--- src/rtl/alu_exec_stage_pkg.sv ---
// Shared opcode encoding and constants for the execute stage and its multiplier.
package alu_exec_stage_pkg;

    localparam logic TRUE  = 1'b1;
    localparam logic FALSE = 1'b0;
    localparam int   X0    = 0;

    typedef enum logic [4:0] {
        ADDITION       = 5'd0,
        SUBTRACTION    = 5'd1,
        AND_OP         = 5'd2,
        OR_OP          = 5'd3,
        XOR_OP         = 5'd4,
        SLT_OP         = 5'd5,
        SLL_OP         = 5'd6,
        SRL_OP         = 5'd7,
        MULTIPLICATION = 5'd8,
        UNCOND_JUMP    = 5'd9,
        COND_EQ_JUMP   = 5'd10,
        COND_NE_JUMP   = 5'd11,
        COND_LT_JUMP   = 5'd12
    } alu_op_e;

    function automatic logic is_branch_op(input logic [4:0] op);
        logic r;
        case (op)
            UNCOND_JUMP, COND_EQ_JUMP, COND_NE_JUMP, COND_LT_JUMP: r = TRUE;
            default:                                                r = FALSE;
        endcase
        return r;
    endfunction

endpackage

--- src/rtl/alu_exec_stage_mul.sv ---
// Shift-add multiplier: one multiplier bit per cycle, low XLEN bits of the product.
module alu_iter_multiplier
    import alu_exec_stage_pkg::*;
#(
    parameter int XLEN = 32
) (
    input  logic            clk_i,
    input  logic            reset_i,
    input  logic            start_i,
    input  logic [XLEN-1:0] a_i,
    input  logic [XLEN-1:0] b_i,
    output logic            done_o,
    output logic [XLEN-1:0] product_o
);

    localparam int CW = $clog2(XLEN);

    logic [XLEN-1:0] mcand_q, mcand_d;
    logic [XLEN-1:0] mplier_q, mplier_d;
    logic [XLEN-1:0] acc_q, acc_d;
    logic [CW-1:0]   cnt_q, cnt_d;
    logic            run_q, run_d;
    logic [XLEN-1:0] step_acc_s;

    // Next-state of the shift-add datapath
    always_comb begin
        step_acc_s = acc_q + (mplier_q[0] ? mcand_q : {XLEN{1'b0}});
        mcand_d    = mcand_q;
        mplier_d   = mplier_q;
        acc_d      = acc_q;
        cnt_d      = cnt_q;
        run_d      = run_q;
        if (start_i) begin
            mcand_d  = a_i;
            mplier_d = b_i;
            acc_d    = {XLEN{1'b0}};
            cnt_d    = CW'(XLEN - 1);
            run_d    = TRUE;
        end else if (run_q) begin
            acc_d    = step_acc_s;
            mcand_d  = {mcand_q[XLEN-2:0], 1'b0};
            mplier_d = {1'b0, mplier_q[XLEN-1:1]};
            if (cnt_q == {CW{1'b0}}) begin
                run_d = FALSE;
            end else begin
                cnt_d = cnt_q - CW'(1);
            end
        end else begin
            run_d = FALSE;
        end
    end

    // Datapath registers
    always_ff @(posedge clk_i) begin
        if (reset_i) begin
            mcand_q  <= {XLEN{1'b0}};
            mplier_q <= {XLEN{1'b0}};
            acc_q    <= {XLEN{1'b0}};
            cnt_q    <= {CW{1'b0}};
            run_q    <= FALSE;
        end else begin
            mcand_q  <= mcand_d;
            mplier_q <= mplier_d;
            acc_q    <= acc_d;
            cnt_q    <= cnt_d;
            run_q    <= run_d;
        end
    end

    // The final step's sum is the product, so completion is flagged in the last step cycle
    assign done_o    = run_q && (cnt_q == {CW{1'b0}});
    assign product_o = step_acc_s;

endmodule

--- src/rtl/alu_exec_stage.sv ---
// Execute stage: ALU, branch resolution, kill shadow after taken branches and an
// optional iterative multiplier that stalls upstream via in_ready.
module alu_exec_stage
    import alu_exec_stage_pkg::*;
#(
    parameter int XLEN          = 32,
    parameter int REG_BITS      = 5,
    parameter int KILL_SLOTS    = 1,
    parameter int MUL_ITERATIVE = 1
) (
    input  logic                clk,
    input  logic                reset,
    input  logic                in_valid,
    output logic                in_ready,
    input  logic [4:0]          alu_operation,
    input  logic [XLEN-1:0]     input1,
    input  logic [XLEN-1:0]     input2,
    input  logic [XLEN-1:0]     branch_dest,
    input  logic [XLEN-1:0]     next_program_counter,
    input  logic                in_dest_register_enable,
    input  logic [REG_BITS-1:0] in_passthrough_dest_register_number,
    output logic                out_valid,
    output logic [XLEN-1:0]     alu_output,
    output logic                out_dest_register_enable,
    output logic [REG_BITS-1:0] out_passthrough_dest_register_number,
    output logic                alu_out_branch_enable,
    output logic [XLEN-1:0]     alu_out_branch_address,
    output logic                busy
);

    localparam int   SHW  = $clog2(XLEN);
    localparam int   KW   = (KILL_SLOTS > 0) ? $clog2(KILL_SLOTS + 1) : 1;
    localparam logic ITER = (MUL_ITERATIVE != 0);

    typedef enum logic {IDLE = 1'b0, MUL = 1'b1} state_e;

    state_e              state_q, state_d;
    logic [KW-1:0]       kill_q, kill_d;
    logic                out_valid_q, out_valid_d;
    logic [XLEN-1:0]     result_q, result_d;
    logic                dest_en_q, dest_en_d;
    logic [REG_BITS-1:0] rd_q, rd_d;
    logic                br_en_q, br_en_d;
    logic [XLEN-1:0]     br_addr_q, br_addr_d;
    logic                busy_q, busy_d;
    logic                mul_en_q, mul_en_d;
    logic [REG_BITS-1:0] mul_rd_q, mul_rd_d;

    logic                in_ready_s, accept_s, killed_s, is_mul_s;
    logic [XLEN-1:0]     res_s, target_s, mul_prod_s;
    logic                taken_s, mul_start_s, mul_done_s;

    assign in_ready_s = (state_q == IDLE) && !reset;
    assign accept_s   = in_valid && in_ready_s;
    assign killed_s   = (kill_q != {KW{1'b0}});
    assign is_mul_s   = (alu_operation == MULTIPLICATION);

    // Combinational ALU and branch condition evaluation
    always_comb begin
        res_s    = {XLEN{1'b0}};
        taken_s  = FALSE;
        target_s = {XLEN{1'b0}};
        case (alu_operation)
            ADDITION:       res_s = input1 + input2;
            SUBTRACTION:    res_s = input1 - input2;
            AND_OP:         res_s = input1 & input2;
            OR_OP:          res_s = input1 | input2;
            XOR_OP:         res_s = input1 ^ input2;
            SLT_OP:         res_s = {{(XLEN-1){1'b0}}, ($signed(input1) < $signed(input2))};
            SLL_OP:         res_s = input1 << input2[SHW-1:0];
            SRL_OP:         res_s = input1 >> input2[SHW-1:0];
            MULTIPLICATION: res_s = input1 * input2;
            UNCOND_JUMP: begin
                res_s    = next_program_counter;
                taken_s  = TRUE;
                target_s = input1 + input2;
            end
            COND_EQ_JUMP: begin
                taken_s  = (input1 == input2);
                target_s = branch_dest;
            end
            COND_NE_JUMP: begin
                taken_s  = (input1 != input2);
                target_s = branch_dest;
            end
            COND_LT_JUMP: begin
                taken_s  = ($signed(input1) < $signed(input2));
                target_s = branch_dest;
            end
            default: res_s = {XLEN{1'b0}};
        endcase
    end

    generate
        if (MUL_ITERATIVE != 0) begin : g_iter_mul
            alu_iter_multiplier #(.XLEN(XLEN)) u_mul (
                .clk_i     (clk),
                .reset_i   (reset),
                .start_i   (mul_start_s),
                .a_i       (input1),
                .b_i       (input2),
                .done_o    (mul_done_s),
                .product_o (mul_prod_s)
            );
        end else begin : g_comb_mul
            assign mul_done_s = FALSE;
            assign mul_prod_s = {XLEN{1'b0}};
        end
    endgenerate

    // FSM next state, kill shadow and output register next values
    always_comb begin
        state_d     = state_q;
        kill_d      = kill_q;
        out_valid_d = FALSE;
        result_d    = result_q;
        dest_en_d   = dest_en_q;
        rd_d        = rd_q;
        br_en_d     = FALSE;
        br_addr_d   = br_addr_q;
        mul_en_d    = mul_en_q;
        mul_rd_d    = mul_rd_q;
        mul_start_s = FALSE;
        case (state_q)
            IDLE: begin
                if (accept_s) begin
                    if (killed_s) begin
                        kill_d = kill_q - KW'(1);
                    end else if (taken_s) begin
                        kill_d = KW'(KILL_SLOTS);
                    end else begin
                        kill_d = kill_q;
                    end
                    if (ITER && is_mul_s && !killed_s) begin
                        state_d     = MUL;
                        mul_start_s = TRUE;
                        mul_en_d    = in_dest_register_enable;
                        mul_rd_d    = in_passthrough_dest_register_number;
                    end else begin
                        out_valid_d = TRUE;
                        result_d    = (killed_s && is_mul_s) ? {XLEN{1'b0}} : res_s;
                        dest_en_d   = in_dest_register_enable && !killed_s;
                        rd_d        = in_passthrough_dest_register_number;
                        br_en_d     = taken_s && !killed_s;
                        br_addr_d   = target_s;
                    end
                end else begin
                    state_d = IDLE;
                end
            end
            MUL: begin
                if (mul_done_s) begin
                    state_d     = IDLE;
                    out_valid_d = TRUE;
                    result_d    = mul_prod_s;
                    dest_en_d   = mul_en_q;
                    rd_d        = mul_rd_q;
                end else begin
                    state_d = MUL;
                end
            end
            default: state_d = IDLE;
        endcase
        busy_d = (state_d == MUL);
    end

    // State and output registers
    always_ff @(posedge clk) begin
        if (reset) begin
            state_q     <= IDLE;
            kill_q      <= {KW{1'b0}};
            out_valid_q <= FALSE;
            result_q    <= {XLEN{1'b0}};
            dest_en_q   <= FALSE;
            rd_q        <= REG_BITS'(X0);
            br_en_q     <= FALSE;
            br_addr_q   <= {XLEN{1'b0}};
            busy_q      <= FALSE;
            mul_en_q    <= FALSE;
            mul_rd_q    <= REG_BITS'(X0);
        end else begin
            state_q     <= state_d;
            kill_q      <= kill_d;
            out_valid_q <= out_valid_d;
            result_q    <= result_d;
            dest_en_q   <= dest_en_d;
            rd_q        <= rd_d;
            br_en_q     <= br_en_d;
            br_addr_q   <= br_addr_d;
            busy_q      <= busy_d;
            mul_en_q    <= mul_en_d;
            mul_rd_q    <= mul_rd_d;
        end
    end

    assign in_ready                             = in_ready_s;
    assign out_valid                            = out_valid_q;
    assign alu_output                           = result_q;
    assign out_dest_register_enable             = dest_en_q;
    assign out_passthrough_dest_register_number = rd_q;
    assign alu_out_branch_enable                = br_en_q;
    assign alu_out_branch_address               = br_addr_q;
    assign busy                                 = busy_q;

endmodule

--- config.mk ---
export PLATFORM = sky130hd
export DESIGN_NAME = alu_exec_stage
export DESIGN_NICKNAME = d
export VERILOG_FILES = /design/src/rtl/alu_exec_stage_pkg.sv /design/src/rtl/alu_exec_stage_mul.sv /design/src/rtl/alu_exec_stage.sv
export SDC_FILE = /design/constraint.sdc
export NUM_CORES = 2
export LEC_CHECK = 0
export BUFFER_PORTS_ARGS = -buffer_cell sky130_fd_sc_hd__buf_2
export CAP_MARGIN = 10
export CORE_MARGIN = 4
export CORE_UTILIZATION = 50
export DETAILED_ROUTE_END_ITERATION = 6
export PLACE_DENSITY = 0.69
export SLEW_MARGIN = 0
export SYNTH_ARGS = -nofsm -noshare
export SYNTH_HDL_FRONTEND = slang
export SYNTH_SLANG_ARGS = --single-unit
--- constraint.sdc ---
create_clock -name clk -period 11.8 [get_ports clk]
set_clock_uncertainty 0.1 [all_clocks]
set_input_delay 1.18 -clock clk [delete_from_list [all_inputs] [get_ports clk]]
set_output_delay 1.18 -clock clk [all_outputs]
set_load 0.02 [all_outputs]
==> results_dict.tcl <==
set metrics [dict create \
    syn_nets 4789 \
    crit_arrival_ps 9690 \
    die_area_mm2 0.0686 \
    cts.sinks 182 \
    slowest_stage "clkinv_1" \
    hpwl_mm 109 \
    fmax_ghz 0.106 \
    required_ps 12020 \
    die_h_um 262 \
    synthCells 3983 \
    synth_top_area_share_pct 25.5 \
    crit_path_start_kind "input pin" \
    synth-main-ff-cell "dfxtp_1" \
    start_util_pct 50.8 \
    routed-via-count 31100 \
    critPathKind "input pin to register" \
    whs_ps 363 \
    nets 4819 \
    crit_path_frequent_cell "fa_1" \
    violations "DRC" \
    synth-seq-area-share_pct 11.3 \
    synth_cell_types 98 \
    drtAntennaViolNets 0 \
    grt_max_degree 95 \
    yosys.area.top_type "fa_1" \
    drt_wl_total_mm 140 \
    cp_slowest_stage_delay_ps 900 \
    cts.clk_slew.worst_paths_ps 90 \
    routabilityCongestion 1.07 \
    drt_iter0_markers 4184 \
    antenna_found_initial 2 \
    synth_edf_count 0 \
    rsz0062_at_grt "no" \
    hp-class "register to register" \
    fill_cells 6163 \
    syn_area_per_cell_um2 8.09 \
    synth-seq-cells 182 \
    wl_per_cell_um 28.7 \
    post_cts_resized 0 \
    synth_xor_area_share_pct 4.38 \
    reg2reg_from "g_iter_mul.u_mul.mplier_q[0]" \
    core_area_mm2 0.0634 \
    drtPass1Iterations 7 \
    cts_tree "built" \
    slew_headroom_pct 25.5 \
    cts_root_buf "clkbuf_16" \
    ctsHoldBuffers 0 \
    most-common-layout-cells "nor2_1, inv_1, fa_1" \
    regArea_mm2 0.00365 \
    min_period_over_period_pct 80.2 \
    grt_pass1_wl_mm 204 \
    ff2ff_setup_slack_ps 7430 \
    endpoint_kind "register" \
    final_common_cell "nor2_1" \
    dp.cells 4840 \
    num_rows 92 \
    die_w_um 262 \
    fin_cells 4873 \
    multi_input_area_mm2 0.0258 \
    tightest_slew_ps 1120 \
    drv_cap 0 \
    setup_viol 0 \
    port_buffers 215 \
    synth-simple-area-share_pct 16.4 \
    clock_latency_ps 490 \
    synth.mux.area_fraction_pct 6.32 \
    slew_viol_final 0 \
    status "finished, violations left" \
    hold_viol 0 \
    syn2layout_area_growth_pct 6.80 \
    grt_pass1_vias 30800 \
    synthTopCellsByArea "fa_1, dfxtp_1, ha_1" \
    r2r_end "g_iter_mul.u_mul.acc_q[28]" \
    synth_top_family_by_area "adder cells" \
    cp_max_fo 20 \
    io_pins 216 \
    setup_tns_ps 0 \
    clockBufferDepth 2 \
    drt-vias-per-instance 6.39 \
    syn_area_mm2 0.0322 \
    grtUsageTotal_pct 40.6 \
    async_flop_share_pct 0 \
    synth-compound-area-share_pct 17.5 \
    r2r_cells 16 \
    min_period_ps 9470 \
    cp-endpoint "alu_output[31]" \
    yosys_warnings 0 \
    htreeDepth 4 \
    cts_setup_buffers 0 \
    layout-drive-gt1-share_pct 9.49 \
    drc_errors 15 \
    startpoint "input1[5]" \
    numCtsBuffers 17 \
    grt.overflow.total 0 \
    synthAdderAreaFrac_pct 35.4 \
]
-- cells by family (layout without fill, tap and decap cells) --
kind of cell / after synthesis / count (layout)
compound gates: 806 / 806
xor+xnor: 161 / 161
fa+ha+maj: 664 / 664
buf+inv: 748 / 791
flops: 182 / 182
mux: 185 / 185
other cells: 0 / 1
simple gates: 1237 / 1237
-- flip-flops by register name, summed over array words and instances, names as in the netlist --
register                              flops
g_iter_mul.u_mul.cnt_q                    5
g_iter_mul.u_mul.run_q                    1
out_passthrough_dest_register_number      5
g_iter_mul.u_mul.mplier_q                32
mul_rd_q                                  5
alu_out_branch_address                   32
out_dest_register_enable                  1
g_iter_mul.u_mul.mcand_q                 32
g_iter_mul.u_mul.acc_q                   32
busy                                      1
out_valid                                 1
alu_output                               32
kill_q                                    1
mul_en_q                                  1
alu_out_branch_enable                     1
-- synthesized netlist by cell type, types with 21 or more instances --
cell      number
buf_1         46
a21oi_1      175
mux2i_1      163
xor2_1        39
inv_1        470
o22ai_1       22
a221oi_1      59
xnor2_1      122
a21o_1        42
o211ai_1      25
and2_1        36
fa_1         411
a211oi_1     102
buf_2         21
nor2_1       625
o21ai_0      151
ha_1         253
clkbuf_1     187
nand2_1      343
o21bai_1      24
a22oi_1       24
nand2b_1      40
nor3_1        73
nand3_1       28
dfxtp_1      182
-- critical path: cells and delay by family --
| kind | cells | cell delay (ps) |
|---|---|---|
| AO/OA/AOI/OAI | 9 | 1890 |
| buffers and inverters | 8 | 1810 |
| AND/OR/NAND/NOR | 2 | 720 |
| adder cells (fa/ha/maj) | 9 | 3910 |
| XOR/XNOR | 1 | 160 |
-- routing by layer --
layer	up-vias	part of all wire (%)	global-route usage [%]
met4	2	7.1	23.3
met3	453	13	12.2
met1	15200	39	53.6
li1	13300	-	-
met5	-	0.0093	0
met2	2158	42	59.5
-- per-stage QoR --
step,setup slack [ps],utilization [%],cell area (um2)
2_1_floorplan,2780,-,32200
3_3_place_gp,2240,53.3,33800
3_5_place_dp,2090,53.3,33800
4_1_cts,2600,54.3,34400
5_1_grt,2120,54.3,34400
6_report,2330,54.3,34400
-- how the worst min path moves through the flow --
stage / startpoint / to / slack (ps) / depth (start not counted)
4_1_cts: mul_rd_q[0] / mul_rd_q[0] / 360 / 2
3_3_place_gp: mul_rd_q[1] / mul_rd_q[1] / 340 / 2
6_report: mul_rd_q[0] / mul_rd_q[0] / 360 / 2
2_1_floorplan: mul_rd_q[0] / mul_rd_q[0] / 340 / 2
5_1_grt: mul_rd_q[4] / mul_rd_q[4] / 380 / 2
3_5_place_dp: mul_rd_q[0] / mul_rd_q[0] / 350 / 2
-- layout make-up --
type,count,area share (%)
repair buffers,268,4.30
well taps,846,3.08
flip-flops and latches,182,10.6
multi-input cells,3053,74.9
clock inverters,15,0.523
inverters,491,5.35
clock buffers,17,1.24
diodes,1,0.00727
Power is left out: the tool's default activity adds up to more than one toggle a clock period on the data nets, which glitch-free logic cannot reach.
